--- src/rtl/bus_arbiter.sv ---
// Two-port round-robin memory bus arbiter. Each transfer takes WAIT_CYC access
// cycles and is followed by a one-cycle completion acknowledge.
//
//   state  | meaning
//   IDLE   | no transfer; sample requests and pick a winner
//   ACCESS | memory strobe active for WAIT_CYC cycles using latched request
//   DONE   | ack pulse to the winner; winner becomes last_served
module bus_arbiter #(
  parameter int ADR_W    = 6,
  parameter int DATA_W   = 8,
  parameter int WAIT_CYC = 2
) (
  input  logic              clk,
  input  logic              reset,
  input  logic              req0,
  input  logic              req1,
  input  logic              we0,
  input  logic              we1,
  input  logic [ADR_W-1:0]  adr0,
  input  logic [ADR_W-1:0]  adr1,
  input  logic [DATA_W-1:0] wdata0,
  input  logic [DATA_W-1:0] wdata1,
  output logic              ack0,
  output logic              ack1,
  output logic [DATA_W-1:0] rdata0,
  output logic [DATA_W-1:0] rdata1,
  output logic [ADR_W-1:0]  adr_bus,
  output logic              rd_mem,
  output logic              wr_mem,
  output logic [DATA_W-1:0] mem_wdata,
  input  logic [DATA_W-1:0] mem_rdata,
  output logic              busy,
  output logic              grant_id
);

  typedef enum logic [1:0] {IDLE, ACCESS, DONE} state_t;

  localparam logic [3:0] CNT_LOAD = 4'(WAIT_CYC - 1);

  state_t              state, state_nxt;
  logic [3:0]          cnt;
  logic                last_served;
  logic                winner;
  logic                pick;
  logic                we_l;
  logic [ADR_W-1:0]    adr_l;
  logic [DATA_W-1:0]   wdata_l;

  // On a tie the port that was not served last wins.
  assign pick = req1 & (~req0 | ~last_served);

  always_ff @(posedge clk) begin
    if (reset) begin
      state <= IDLE;
    end else begin
      state <= state_nxt;
    end
  end

  always_comb begin
    state_nxt = state;
    case (state)
      IDLE:    if (req0 | req1) state_nxt = ACCESS;
      ACCESS:  if (cnt == 4'd0) state_nxt = DONE;
      DONE:    state_nxt = IDLE;
      default: state_nxt = IDLE;
    endcase
  end

  always_ff @(posedge clk) begin
    if (reset) begin
      cnt         <= 4'd0;
      last_served <= 1'b1;
      winner      <= 1'b0;
      we_l        <= 1'b0;
      adr_l       <= '0;
      wdata_l     <= '0;
      rdata0      <= '0;
      rdata1      <= '0;
    end else begin
      case (state)
        IDLE: begin
          if (req0 | req1) begin
            winner  <= pick;
            we_l    <= pick ? we1 : we0;
            adr_l   <= pick ? adr1 : adr0;
            wdata_l <= pick ? wdata1 : wdata0;
            cnt     <= CNT_LOAD;
          end
        end
        ACCESS: begin
          if (cnt == 4'd0) begin
            if (!we_l) begin
              if (winner) rdata1 <= mem_rdata;
              else        rdata0 <= mem_rdata;
            end
          end else begin
            cnt <= cnt - 4'd1;
          end
        end
        DONE:    last_served <= winner;
        default: ;
      endcase
    end
  end

  always_comb begin
    adr_bus   = '0;
    mem_wdata = '0;
    rd_mem    = 1'b0;
    wr_mem    = 1'b0;
    ack0      = 1'b0;
    ack1      = 1'b0;
    busy      = (state != IDLE);
    grant_id  = winner;
    if (state == ACCESS) begin
      adr_bus   = adr_l;
      mem_wdata = wdata_l;
      rd_mem    = ~we_l;
      wr_mem    = we_l;
    end
    if (state == DONE) begin
      ack0 = ~winner;
      ack1 = winner;
    end
  end

endmodule

--- config.mk ---
export PLATFORM = sky130hd
export DESIGN_NAME = bus_arbiter
export DESIGN_NICKNAME = d
export VERILOG_FILES = /design/src/rtl/bus_arbiter.sv
export SDC_FILE = /design/constraint.sdc
export NUM_CORES = 1
export LEC_CHECK = 0
export ABC_CLOCK_PERIOD_IN_PS = 3100
export CAP_MARGIN = 10
export CORE_ASPECT_RATIO = 1.2
export CORE_MARGIN = 5
export CORE_UTILIZATION = 46
export CTS_BUF_LIST = sky130_fd_sc_hd__clkbuf_8
export DETAILED_ROUTE_END_ITERATION = 12
export GPL_TIMING_DRIVEN = 0
export MAX_ROUTING_LAYER = met4
export PLACE_DENSITY_LB_ADDON = 0.15
export SKIP_CTS_REPAIR_TIMING = 1
export SLEW_MARGIN = 5
export SYNTH_ARGS = -nofsm -noshare
export SYNTH_HDL_FRONTEND = slang
export SYNTH_SLANG_ARGS = --single-unit
--- constraint.sdc ---
create_clock -name clk -period 3.1 [get_ports clk]
set_clock_uncertainty 0.05 [all_clocks]
set_input_delay 0.465 -clock clk [delete_from_list [all_inputs] [get_ports clk]]
set_output_delay 0.465 -clock clk [all_outputs]
set_load 0.01 [all_outputs]
After elaboration in Yosys (flattened, before gate mapping). Cells that the tools add are included.

Bitwise operators: 7. Equality and inequality tests: 5. $add $sub $neg: 1. Muxes and demuxes: 15. Reductions and logical operators: 9.

Operators by type and width (count): $mux 8 (2); $mux 6 (2); $mux 4 (2); $pmux 4 s2 (1); $reduce_and 4->1 (2); $ne 2x2->1 const B (3); $mux 1 (5); $logic_not 4->1 (1); $mux 2 (2); $not 1->1 (4); $pmux 2 s2 (1); $reduce_and 2->1 (2); $reduce_bool 2->1 (2); $sub 4x1->4 const B (1); $reduce_and 3->1 (1); $eq 2x1->1 const B (1); $eq 2x2->1 const B (1); $logic_not 2->1 (1); $or 1x1->1 (2); $and 1x1->1 (1).

Logic and storage cells: 46. Output and inout port bits: 36. Input port bits: 42. Bits in registers: 39.

Depth between registers and ports, before layout. Gate-level depths: netlist (run 1).

Word-level depth: 4. Gate-level depth with buffers: 6.

Least setup slack after synthesis (run 1). OpenSTA, ideal clock, no wires.

Path kind: register -> register. From: register cnt[0]. To: register rdata1[0]. Buffers on the path: 1. Path slack: 1.306 ns. Data arrival time: 1.625 ns. Required time: 2.931 ns. Cell stages (with the launch flop): 7. Cell sequence: dfxtp_1 inv_1 ha_1 or3b_4 or4_4 buf_6 mux2i_1.

Word-level cells in the longest chain between the ends: 2.

Ends and longest elaborated chain: start, declared (line 41) `logic [3:0] cnt;`; start signal, assigned (line 98) `cnt <= cnt - 4'd1;`; $logic_not 4->1 (line 92) `if (cnt == 4'd0) begin`; $reduce_and 4->1 (no source line); end signal, assigned (line 94) `if (winner) rdata1 <= mem_rdata;`; end, declared (line 26) `output logic [DATA_W-1:0] rdata1,`.

No other way between the ends. A chain may end at the register's enable or synchronous reset.

Worst setup path in the final report (run 1).
From: register state[0]. To: output port mem_wdata[5].

Word-level cells in the longest chain between the ends: 2.

Ends and longest elaborated chain: start, declared (line 40) `state_t state, state_nxt;`; start signal, assigned (line 56) `state <= state_nxt;`; $eq 2x1->1 (line 116) `if (state == ACCESS) begin`; $mux 8 (line 116); end, declared (line 30) `output logic [DATA_W-1:0] mem_wdata,`.

No other way between the ends.

==> out/qor.csv, run 1 <==
stage,metric,value,unit
critical_path,"critical path fanouts, max",10,
placed_design,IO Port Bufs,76,
hold_path,startpoint of the lowest-slack hold path,adr_l[5],
final_layout,utilization after layout,73.5,%
synth,predominant post-synthesis flop cell,sky130_fd_sc_hd__dfxtp_1,
timing,final worst path period share,89.1,%
timing,post-route minimum period,2.76,ns
placed_design,HPWL after detailed placement,3360,um
critical_path,reg-to-reg critical path endpoint,rdata0[5],
job,max-cap violation count,0,
hold_path,worst hold path stage count,1,
placed_design,DP Area,2550,um2
floorplanning,height of the die,77.1,um
route,drt total wl,4290,um
final_layout,layout-stage area growth over the synthesis result,54.7,%
global_routing,overall global routing resource usage,18.0,%
route,first-pass iteration count of the detailed router,4,
synth,Synth Area in Simple Gates,19.1,%
critical_path,count of cells along the worst register-to-register path,5,
clock_network,Clk Tree Root Cell,sky130_fd_sc_hd__clkbuf_8,
synth,commonest cells in the synthesized netlist,"39 x sky130_fd_sc_hd__dfxtp_1, 31 x sky130_fd_sc_hd__mux2i_1, 26 x sky130_fd_sc_hd__nand2_1",
global_routing,wire length of the first global-routing pass,7010,um
floorplanning,starting density of the core,47.5,%
pwr,cell internal power dissipation,950,uW
timing,Final Hold Vio Count,0,
critical_path,worst-case register-to-register setup slack,1.08,ns
floorplanning,die outline area,5080,um2
final_layout,share of final-layout standard cells stronger than drive strength 1,6.15,%
global_routing,largest net degree at the start of global routing,13,
synth,instance count of the mapped netlist,176,
synth,largest family of logic cells by synthesized area,simple AND/OR/NAND/NOR gates,
floorplanning,chip width,65.9,um
critical_path,beginning of the worst register-to-register path,cnt[0],
final_layout,Post-layout nets,302,
global_routing,global-route congestion overflow total,0,
critical_path,arrival time worst endpoint,2.25,ns
timing,worst slew margin relative to its limit,48.1,%
clock_network,clock buffer count from CTS,5,
synth,number of register bits inferred by synthesis,39,
synth,area share of the largest cell type after synthesis,45.3,%
synth,synthesis warning total,0,
timing,accumulated negative setup slack,0,ns
route,residual antenna-violating net count after detailed routing,0,
timing,unrepaired setup endpoints after global routing,no,
global_routing,vias in the first global route,1484,
pwr,P per Cell Area,479,nW/um2
clock_network,clock latency at the later pin of the worst-skew pair,0.29,ns
synth,area fraction in compound gates after synthesis,12.8,%
clock_network,TritonCTS clock tree,built,
synth,total standard cell area after synthesis,1730,um2
hold_path,Hold/Removal Path Class,reg2reg,
synth,"area leader, netlist",sky130_fd_sc_hd__dfxtp_1,
synth,Async SR Flop Fraction,0,%
critical_path,kind of end point of the critical path,output port,
route,vias after detailed routing,1523,
pwr,combinational power share,21.5,%
timing,Achievable Freq,0.362,GHz
floorplanning,Boundary Pins,78,
floorplanning,core area,3630,um2
pwr,maximum vdd drop,0.000300,V
clock_network,worst-case clock buffer depth,2,
clock_network,CTS H-tree depth,2,
timing,Worst Max-Slew Pin Slew,0.772,ns
synth,sequential cell area fraction in the yosys report,45.3,%
route,DRC Markers,0,
synth,leading cell types by total area after synthesis,"sky130_fd_sc_hd__dfxtp_1 45%, sky130_fd_sc_hd__mux2i_1 18%, sky130_fd_sc_hd__o2bb2ai_1 7.6%, sky130_fd_sc_hd__nand2_1 5.7%, sky130_fd_sc_hd__and2_1 5.4%",
pwr,part of the power in the clock network,34.3,%
synth,Post-Synth Adder-Cell Area,0.725,%
synth,multiplexer share of the synthesized area,18.0,%
hold_path,hold-critical path endpoint,adr_l[5],
pwr,share of total power in sequential cells,44.2,%
synth,number of enable-type register cells in the synthesized netlist,0,
route,routed vias/inst,4.88,
route,DRT iter0 DRCs,56,
pwr,Switching Share,25.6,%
final_layout,number of antenna cells inserted,0,
synth,number of distinct library cell variants in the gate-level netlist after synthesis,32,
route,post-DR wirelength/cell,13.7,um
critical_path,Critical Path Source Type,flip-flop,
synth,average instance area after synthesis,9.80,um2
status,status,completed,
clock_network,clock sink count,39,
synth,net count after synthesis,219,
timing,"Slew Viols, Final",0,
floorplanning,# rows,24,
final_layout,design area,2670,um2
synth,area share of xor/xnor cells in the synthesized design,0,%
critical_path,WP data required,2.58,ns
global_routing,number of antenna violations at the first check in global routing,0,
timing,Final setup violation count,0,
critical_path,category of the most critical setup path,reg2out,
placed_design,routability-driven placement congestion ratio,0.771,
pwr,Pleak,0.00104,uW
clock_network,clock slew at the register clock pins of the worst setup and hold paths,0.07,ns
synth,most common cell in the synthesized netlist,sky130_fd_sc_hd__dfxtp_1,
pwr,switching pwr,327,uW
==> power groups by stage <==
stage | Clock (uW) | Sequential (uW) | Combinational (uW)
global placement | 0 | 574 | 271
global route | 471 | 570 | 298
detailed placement | 0 | 576 | 275
finish | 438 | 565 | 274
floorplan | 0 | 575 | 138
CTS | 450 | 564 | 276
==> through the flow <==
step / setup slack [ns] / total power [uW] / cells / hold slack (ns)
floorplan: 1.31 / 712 / 176 / 0.374
global placement: 0.694 / 845 / 304 / 0.385
detailed placement: 0.653 / 850 / 304 / 0.389
CTS: 0.329 / 1290 / 312 / 0.412
global route: 0.171 / 1340 / 312 / 0.429
finish: 0.337 / 1280 / 312 / 0.409
==> worst max-delay path by stage <==
| stage | start | to | slack, ns | cells past startpoint |
|---|---|---|---|---|
| floorplan | cnt[0] | rdata1[0] | 1.31 | 6 |
| CTS | state[0] | adr_bus[3] | 0.33 | 4 |
| finish | state[0] | mem_wdata[5] | 0.34 | 4 |
| global route | state[0] | adr_bus[3] | 0.17 | 4 |
| detailed placement | state[0] | adr_bus[3] | 0.65 | 4 |
| global placement | state[0] | mem_wdata[5] | 0.69 | 4 |
==> cell type report <==
type | count | area (um2)
fillers | 288 | 965
inverters | 6 | 22.5
clock inverters | 2 | 35.0
well taps | 52 | 65.1
repair buffers | 76 | 761
multi-input cells | 121 | 873
clock buffers | 6 | 82.6
plain buffers | 10 | 48.8
flip-flops and latches | 39 | 781
==> worst max-delay path, stage by stage, from the launching register on <==
cell	delay [ns]
sky130_fd_sc_hd__dfxtp_1	0.37
sky130_fd_sc_hd__nor2b_1	0.52
sky130_fd_sc_hd__clkbuf_1	0.35
sky130_fd_sc_hd__and2_1	0.17
sky130_fd_sc_hd__clkdlybuf4s50_1	0.55
==> metal layers <==
layer  GRT usage [%]  part of all wire, %  up-vias
met2            29.7                   50       52
met3            6.87                  8.3        7
met4            4.36                  1.1        0
li1                -                    -      780
met5               -                    0        -
met1            20.3                   41      684
==> cell families after synthesis <==
| kind of cell | Yosys count |
|---|---|
| buf+inv | 16 |
| compound gates | 28 |
| simple gates | 61 |
| mux | 31 |
| flops | 39 |
| fa+ha+maj | 1 |
==> flip-flops by register name (all words and copies together), names as in the netlist <==
| name | flops |
|---|---|
| wdata_l | 8 |
| rdata0 | 8 |
| cnt | 4 |
| we_l | 1 |
| rdata1 | 8 |
| last_served | 1 |
| state | 2 |
| adr_l | 6 |
| grant_id | 1 |
==> cell usage in the layout, fill, tap and decap left out, types with 2 or more instances in the layout <==
master	instances
sky130_fd_sc_hd__a21boi_0	2
sky130_fd_sc_hd__a21oi_1	4
sky130_fd_sc_hd__and2_1	15
sky130_fd_sc_hd__buf_2	3
sky130_fd_sc_hd__clkbuf_1	6
sky130_fd_sc_hd__clkbuf_8	6
sky130_fd_sc_hd__clkdlybuf4s50_1	76
sky130_fd_sc_hd__dfxtp_1	39
sky130_fd_sc_hd__inv_1	5
sky130_fd_sc_hd__mux2i_1	31
sky130_fd_sc_hd__nand2_1	26
sky130_fd_sc_hd__nand2b_1	2
sky130_fd_sc_hd__nor2_1	5
sky130_fd_sc_hd__nor3_1	2
sky130_fd_sc_hd__o221ai_1	2
sky130_fd_sc_hd__o2bb2ai_1	15
sky130_fd_sc_hd__or3_1	2
Note: power is estimated with default switching activity, not from simulation.
==> inputs of run 2 (changes only) <==
--- a/config.mk
+++ b/config.mk
@@ -9,7 +9,7 @@
 export CAP_MARGIN = 10
 export CORE_ASPECT_RATIO = 1.2
 export CORE_MARGIN = 5
-export CORE_UTILIZATION = 46
+export CORE_UTILIZATION = 45
 export CTS_BUF_LIST = sky130_fd_sc_hd__clkbuf_8
 export DETAILED_ROUTE_END_ITERATION = 12
 export GPL_TIMING_DRIVEN = 0
==> run 2 against run 1 <==
Die area increased by 1.9%; highest routed layer unchanged; non-clock buffer count unchanged; largest power group unchanged; count of clock-buffer cells in the layout stayed put; sequential power about the same; clock power decreased by 2%; core utilization fell by 0.60 points; combinational power about the same; via count rose by 0.59%.
==> out/qor.csv, run 2 (synthesized netlist as in run 1, its figures left out) <==
stage,metric,value,unit
critical_path,buffers plus inverters on the worst setup path,2,
global_routing,wire length of the first global-routing pass,6960,um
timing,Final setup violation count,0,
timing,final worst path period share,85.1,%
route,post-DR wirelength/cell,13.3,um
timing,Worst Max-Slew Pin Slew,0.693,ns
final_layout,Post-layout nets,302,
final_layout,share of final-layout standard cells stronger than drive strength 1,6.15,%
pwr,P per Cell Area,473,nW/um2
critical_path,critical-path cell with the highest stage delay,sky130_fd_sc_hd__clkdlybuf4s50_1,
final_layout,utilization after layout,72.8,%
floorplanning,starting density of the core,47.1,%
timing,worst slew margin relative to its limit,53.4,%
final_layout,Regs by FF count,"rdata0 x8, rdata1 x8, wdata_l x8",
clock_network,clock latency at the later pin of the worst-skew pair,0.28,ns
timing,post-route minimum period,2.64,ns
global_routing,vias in the first global route,1536,
timing,Achievable Freq,0.379,GHz
pwr,maximum vdd drop,0.000293,V
route,first-pass iteration count of the detailed router,4,
placed_design,HPWL after detailed placement,3390,um
timing,Final Hold Vio Count,0,
critical_path,Max stage delay on crit path,0.55,ns
final_layout,fin cells,312,
floorplanning,chip width,66.5,um
placed_design,DP Area,2550,um2
status,status,completed,
critical_path,category of the most critical setup path,reg2out,
final_layout,number of fillers in the final layout,300,
global_routing,global-route congestion overflow total,0,
critical_path,"critical path fanouts, max",10,
final_layout,area of combinational cells with multiple inputs,873,um2
clock_network,Clk Tree Root Cell,sky130_fd_sc_hd__clkbuf_8,
placed_design,placed instance count,304,
critical_path,arrival time worst endpoint,2.12,ns
final_layout,most used cells in the layout excluding fill and tap cells,"76 x sky130_fd_sc_hd__clkdlybuf4s50_1, 39 x sky130_fd_sc_hd__dfxtp_1, 31 x sky130_fd_sc_hd__mux2i_1",
route,DRT iter0 DRCs,20,
floorplanning,height of the die,77.8,um
final_layout,design area,2670,um2
clock_network,worst-case clock buffer depth,2,
critical_path,Critical Path Source Type,flip-flop,
clock_network,clock buffer count from CTS,5,
critical_path,kind of cell with the highest combined delay on the critical path,buffers and inverters,
route,DRC Markers,0,
timing,"Slew Viols, Final",0,
route,routed vias/inst,4.91,
clock_network,clock sink count,39,
critical_path,kind of end point of the critical path,output port,
global_routing,largest net degree at the start of global routing,13,
job,max-cap violation count,0,
clock_network,clock slew at the register clock pins of the worst setup and hold paths,0.07,ns
final_layout,"commonest non-fill, non-tap cell in the layout",sky130_fd_sc_hd__clkdlybuf4s50_1,
clock_network,TritonCTS clock tree,built,
clock_network,CTS H-tree depth,2,
floorplanning,# rows,24,
floorplanning,Boundary Pins,78,
route,residual antenna-violating net count after detailed routing,0,
hold_path,Hold/Removal Path Class,reg2reg,
global_routing,number of antenna violations at the first check in global routing,0,
placed_design,IO Port Bufs,76,
route,drt total wl,4140,um
route,vias after detailed routing,1532,
final_layout,number of antenna cells inserted,0,
floorplanning,core area,3660,um2
pwr,Pleak,0.00104,uW
critical_path,WP data required,2.58,ns
timing,accumulated negative setup slack,0,ns
placed_design,routability-driven placement congestion ratio,0.816,
critical_path,CP Cell Sequence,nor2b_1 -> clkbuf_1 -> and2_1 -> clkdlybuf4s50_1,
global_routing,overall global routing resource usage,17.5,%
floorplanning,die outline area,5180,um2
timing,unrepaired setup endpoints after global routing,no,
final_layout,layout-stage area growth over the synthesis result,54.7,%
final_layout,Sequential cell area,781,um2
## run 2: metrics by stage
step / setup slack [ns] / total power, uW / hold slack [ns]
4_1_cts: 0.414 / 1280 / 0.410
6_report: 0.463 / 1260 / 0.407
3_3_place_gp: 0.736 / 844 / 0.386
5_1_grt: 0.254 / 1330 / 0.426
2_1_floorplan: 1.31 / 712 / 0.374
3_5_place_dp: 0.746 / 848 / 0.389
## run 2: routing by layer
| layer | GRT usage, % | vias up | share of wire, % |
|---|---|---|---|
| met3 | 4.34 | 4 | 6.5 |
| met5 | - | - | 0 |
| li1 | - | 782 | - |
| met4 | 5.49 | 0 | 0.84 |
| met2 | 30.8 | 50 | 52 |
| met1 | 19.0 | 696 | 41 |
## run 2: area by class of cell
type | count | share of cell area [%]
inverter | 6 | 0.844
timing repair buffer | 76 | 28.5
tap | 52 | 2.44
multi-input combinational | 121 | 32.7
sequential | 39 | 29.3
clock inverter | 2 | 1.31
buffer | 10 | 1.83
clock buffer | 6 | 3.09
## run 2: worst register-to-register path, cell delays in order (launching register included)
cell and delay [ns]:
sky130_fd_sc_hd__dfxtp_1 0.32, sky130_fd_sc_hd__inv_1 0.09, sky130_fd_sc_hd__ha_1 0.21, sky130_fd_sc_hd__or3b_4 0.43, sky130_fd_sc_hd__nor4_4 0.54, sky130_fd_sc_hd__mux2i_1 0.27
## run 2: worst paths after layout
| kind | slack (ns) | startpoint | cells after the start | endpoint |
|---|---|---|---|---|
| hold reg to reg | 0.41 | adr_l[3] | 1 | adr_l[3] |
| setup reg to reg | 1.12 | cnt[0] | 5 | rdata0[3] |
| setup / recovery | 0.46 | state[0] | 4 | mem_wdata[2] |
| hold / removal | 0.41 | adr_l[3] | 1 | adr_l[3] |
## run 2: power by group
group          total [uW]  leakage [uW]  switching [uW]  internal, uW
registers             564      0.000319            23.1           541
clock network         428     0.0000612             168           260
logic                 271      0.000656             121           149
